[src/rtl/spi_shift_engine.sv]
// spi_shift_engine: parametrised SPI shift register with bit counter,
// word-complete detection and a one-deep receive buffer.
//
// Ports:
//   clk, reset        - system clock, synchronous active-high reset
//   periph_clk_edge   - one shift per cycle it is high
//   parallel_load     - load parallel_in / lsb_first, clear bit counter
//   parallel_in       - value captured on load
//   lsb_first         - shift order, captured on load
//   serial_in         - serial data sampled on a shift
//   rx_ack            - consumer acknowledge of rx_data
//   serial_out        - current outgoing bit (combinational from shreg/mode)
//   parallel_out      - live shift register contents
//   bit_count         - bits shifted in the current word
//   word_done         - one-cycle pulse on word completion
//   rx_data           - last completed word
//   rx_valid          - rx_data holds an unacknowledged word
//   overrun           - sticky: a word completed while rx_valid was set
module spi_shift_engine #(
    parameter int unsigned WIDTH       = 8,
    parameter int unsigned COUNT_WIDTH = 3
) (
    input  logic                   clk,
    input  logic                   reset,
    input  logic                   periph_clk_edge,
    input  logic                   parallel_load,
    input  logic [WIDTH-1:0]       parallel_in,
    input  logic                   lsb_first,
    input  logic                   serial_in,
    input  logic                   rx_ack,
    output logic                   serial_out,
    output logic [WIDTH-1:0]       parallel_out,
    output logic [COUNT_WIDTH-1:0] bit_count,
    output logic                   word_done,
    output logic [WIDTH-1:0]       rx_data,
    output logic                   rx_valid,
    output logic                   overrun
);

    localparam logic [COUNT_WIDTH-1:0] LAST_BIT = COUNT_WIDTH'(WIDTH - 1);

    logic [WIDTH-1:0] shreg;
    logic             mode;
    logic [WIDTH-1:0] shreg_next;
    logic             do_shift;
    logic             complete;

    // Next shift register value for the current mode
    always_comb begin
        shreg_next = shreg;
        if (mode) begin
            shreg_next = {serial_in, shreg[WIDTH-1:1]};
        end else begin
            shreg_next = {shreg[WIDTH-2:0], serial_in};
        end
    end

    // A load swallows a coincident edge
    assign do_shift = periph_clk_edge && !parallel_load;
    assign complete = do_shift && (bit_count == LAST_BIT);

    // Shift register, mode and bit counter
    always_ff @(posedge clk) begin
        if (reset) begin
            shreg     <= '0;
            mode      <= 1'b0;
            bit_count <= '0;
            word_done <= 1'b0;
        end else begin
            word_done <= complete;
            if (parallel_load) begin
                shreg     <= parallel_in;
                mode      <= lsb_first;
                bit_count <= '0;
            end else if (do_shift) begin
                shreg     <= shreg_next;
                bit_count <= complete ? '0 : bit_count + COUNT_WIDTH'(1);
            end
        end
    end

    // Receive buffer: completion wins over ack; ack alongside completion
    // still clears any pending overrun.
    always_ff @(posedge clk) begin
        if (reset) begin
            rx_data  <= '0;
            rx_valid <= 1'b0;
            overrun  <= 1'b0;
        end else if (complete) begin
            rx_data  <= shreg_next;
            rx_valid <= 1'b1;
            if (rx_ack) begin
                overrun <= 1'b0;
            end else if (rx_valid) begin
                overrun <= 1'b1;
            end
        end else if (rx_ack && rx_valid) begin
            rx_valid <= 1'b0;
            overrun  <= 1'b0;
        end
    end

    assign serial_out   = mode ? shreg[0] : shreg[WIDTH-1];
    assign parallel_out = shreg;

endmodule

[config.mk]
export PLATFORM = sky130hd
export DESIGN_NAME = spi_shift_engine
export DESIGN_NICKNAME = d
export VERILOG_FILES = /design/src/rtl/spi_shift_engine.sv
export SDC_FILE = /design/constraint.sdc
export NUM_CORES = 1
export LEC_CHECK = 0
export ABC_AREA = 0
export CORE_AREA = 2 2 62 64
export DETAILED_ROUTE_END_ITERATION = 10
export DIE_AREA = 0 0 64 66
export PLACE_DENSITY = 0.54
export SKIP_LAST_GASP = 1
export SYNTH_ARGS = -nofsm -noshare
export SYNTH_HDL_FRONTEND = slang
export SYNTH_SLANG_ARGS = --single-unit
[constraint.sdc]
create_clock -name clk -period 4.59 [get_ports clk]
set_clock_uncertainty 0.2 [all_clocks]
set_input_delay 0.459 -clock clk [delete_from_list [all_inputs] [get_ports clk]]
set_output_delay 0.459 -clock clk [all_outputs]
set_load 0.02 [all_outputs]
==> flow_summary.ini <==
[logic_synthesis]
ys_top_cells_by_area = dfxtp_1 45%, mux2i_1 9.8%, nor2_1 7.3%
yosysUniqueCellTypes = 20
synth_top_area_share_pct = 45.0
seq_area_frac_synth_pct = 45.0
syn_area_per_cell_um2 = 9.05
synth_edf_count = 0
async_reset_ff_share_pct = 0
synthCells = 113
synth_top_area_cell = dfxtp_1
yosysWarnings = 0
ys_seq_elements = 23
synth.most_common_cell = dfxtp_1
synth_area_mm2 = 0.00102
synth_ff_type = dfxtp_1
synthesis.nets = 130
netlist_top_cells_count = 23 x dfxtp_1, 20 x nor2_1, 12 x a21oi_1

[hold_path]
min_path_type = flop to flop
holdPathEnd = bit_count[2]
hold_start = bit_count[2]
holdPathStages = 2

[power_and_ir_drop]
clkPwrFrac_pct = 25.1
peakVddDrop_mv = 0.125
fin_total_pwr_uw = 368
seqPwrFrac_pct = 58.1
p_per_area_mw_per_mm2 = 259
p_int_uw = 271
comb_power_share_pct = 16.8
power.switching_uw = 96.8
switching_share_pct = 26.3
power_leakage_nw = 0.517

[final_layout]
drive_gt1_share_pct = 4.14
antenna_cells = 0
final_nets = 163
syn2layout_area_growth_pct = 38.8
num-fill-cells = 376
fin_cells = 193

[global_route]
grt_max_degree = 22
grt_usage_pct = 11.5
grt_pass1_vias = 840
grt_pass1_wl_um = 3870
gr-total-overflow = 0
antenna_found_initial = 0

[timing]
slew_headroom_pct = 50.1
setup_viol_count_final = 0
setup_tns_ns = 0
period_needed_ns = 2.55
finalCritPeriodShare_pct = 55.5
hold_viol = 0
worst-slew-pin-transition_ns = 0.746
report.final.slew_viol_count = 0
rsz0062_at_grt = false
setup_slack_ns = 2.04
timing.fmax_mhz = 392

[clocking]
cts_setup_buffers = 0
cts_tree = yes
cts_root_buffer = clkbuf_4
cts_num_sinks = 23
clk_latency_ns = 0.31
htreeDepth = 1
cts_made_buffers = 3
post_cts_resized = 0
clk_pin_slew_ns = 0.12
clk_path_buf_depth = 2
cts_hold_buf = 0

[worst_setup_path]
critPathArrivalTime_ns = 1.89
cp.required_ns = 3.93
r2r-end = rx_data[7]
start_kind = flop
r2r_setup_slack_ns = 2.68
critPathBufInv = 1
endpoint_kind = output port
path_class = flop to output port
critPathLaunch = mode
ff2ff_path_depth = 5
slowest_stage = dfxtp_1
critical_path.cell_chain = mux2_2 > clkdlybuf4s50_1
crit_family = flip-flops
path_max_fanout = 10
slowest_delay_ns = 0.66
r2r-start = bit_count[0]

[floorplan]
fp.dieArea_mm2 = 0.00422
die_x_um = 64
rows = 22
ioPinCount = 38
start_util_pct = 28.8
die_height_um = 66
core_mm2 = 0.00355

[place]
globalplace.congestion = 0.755
place_inst = 189
dpl.hpwl_um = 1710
post-place-ws_ns = 1.93
io_buffers = 37

[run]
drv_cap = 0

[status]
outcome = completed

[routing]
vias_per_cell = 4.46
vias = 860
drc_errors = 0
drtIter0Drc = 8
wl_um = 2220
ant_nets = 0
dr.pass1.iters = 4
avgRoutedWirePerCell_um = 11.5
[kinds of logic after synthesis]
family          count (synthesis)  synth area share (%)
compound gates                 29                  19.5
fa+ha+maj                       2                  2.45
buf+inv                        11                  6.73
flops                          23                  45.0
mux                            11                  10.9
simple gates                   37                  15.4
[power by group through the flow]
stage	sequential [mW]	combinational (mW)	clock, mW
2_1_floorplan	0.221	0.0308	0
3_3_place_gp	0.218	0.0622	0
3_5_place_dp	0.218	0.0625	0
4_1_cts	0.214	0.0626	0.0975
5_1_grt	0.215	0.0679	0.105
6_report	0.213	0.0618	0.0924
[area by class of cell]
type	count	area, µm²	area share (%)
clock inverter	1	5.00	0.353
inverter	2	7.51	0.529
tap	48	60.1	4.23
clock buffer	3	22.5	1.59
timing repair buffer	37	370	26.1
multi-input combinational	79	493	34.7
sequential	23	460	32.5
[per-stage QoR]
step	instance area, µm²	util [%]	hold WS [ns]
after CTS	1420	40.0	0.284
final	1420	40.0	0.279
after floorplan	1020	-	0.340
after detailed placement	1390	39.2	0.266
after global placement	1390	39.2	0.263
after global routing	1420	40.0	0.301
[flip-flops by register name (all words and copies together) (netlist names)]
name,flops
parallel_out,8
bit_count,3
rx_data,8
rx_valid,1
word_done,1
mode,1
overrun,1
[how the worst max path moves through the flow]
stage,endpoint,slack (ns),depth (start not counted)
after floorplan,rx_valid,2.86,7
after global placement,rx_data[1],2.02,4
after detailed placement,rx_data[7],1.93,4
after CTS,serial_out,2.01,2
after global routing,serial_out,1.94,2
final,serial_out,2.04,2
[cell usage in the layout (no fill, tap or decap)]
| cell | count |
|---|---|
| a211o_1 | 8 |
| a211oi_1 | 8 |
| a21oi_1 | 12 |
| and3b_1 | 1 |
| clkbuf_4 | 3 |
| clkdlybuf4s50_1 | 37 |
| clkinv_2 | 1 |
| dfxtp_1 | 23 |
| ha_1 | 2 |
| inv_1 | 2 |
| mux2_2 | 1 |
| mux2i_1 | 10 |
| nand2_1 | 11 |
| nand3_1 | 1 |
| nand3b_1 | 1 |
| nor2_1 | 20 |
| nor2b_1 | 1 |
| nor3b_1 | 1 |
| o311ai_0 | 1 |
| or2_2 | 1 |
[tightest hold or removal path, stage by stage, from the launching register on]
cell     delay [ns]
dfxtp_1        0.34
nand2_1        0.06
a21oi_1        0.05
[routing by layer]
layer	vias up	global-route usage, %	part of all wire, %
li1	462	-	-
met1	374	15.4	49
met2	22	17.7	45
met3	2	3.75	5.0
met4	0	3.26	1.2
met5	-	0	0
Note: power is estimated with default switching activity, not from simulation.
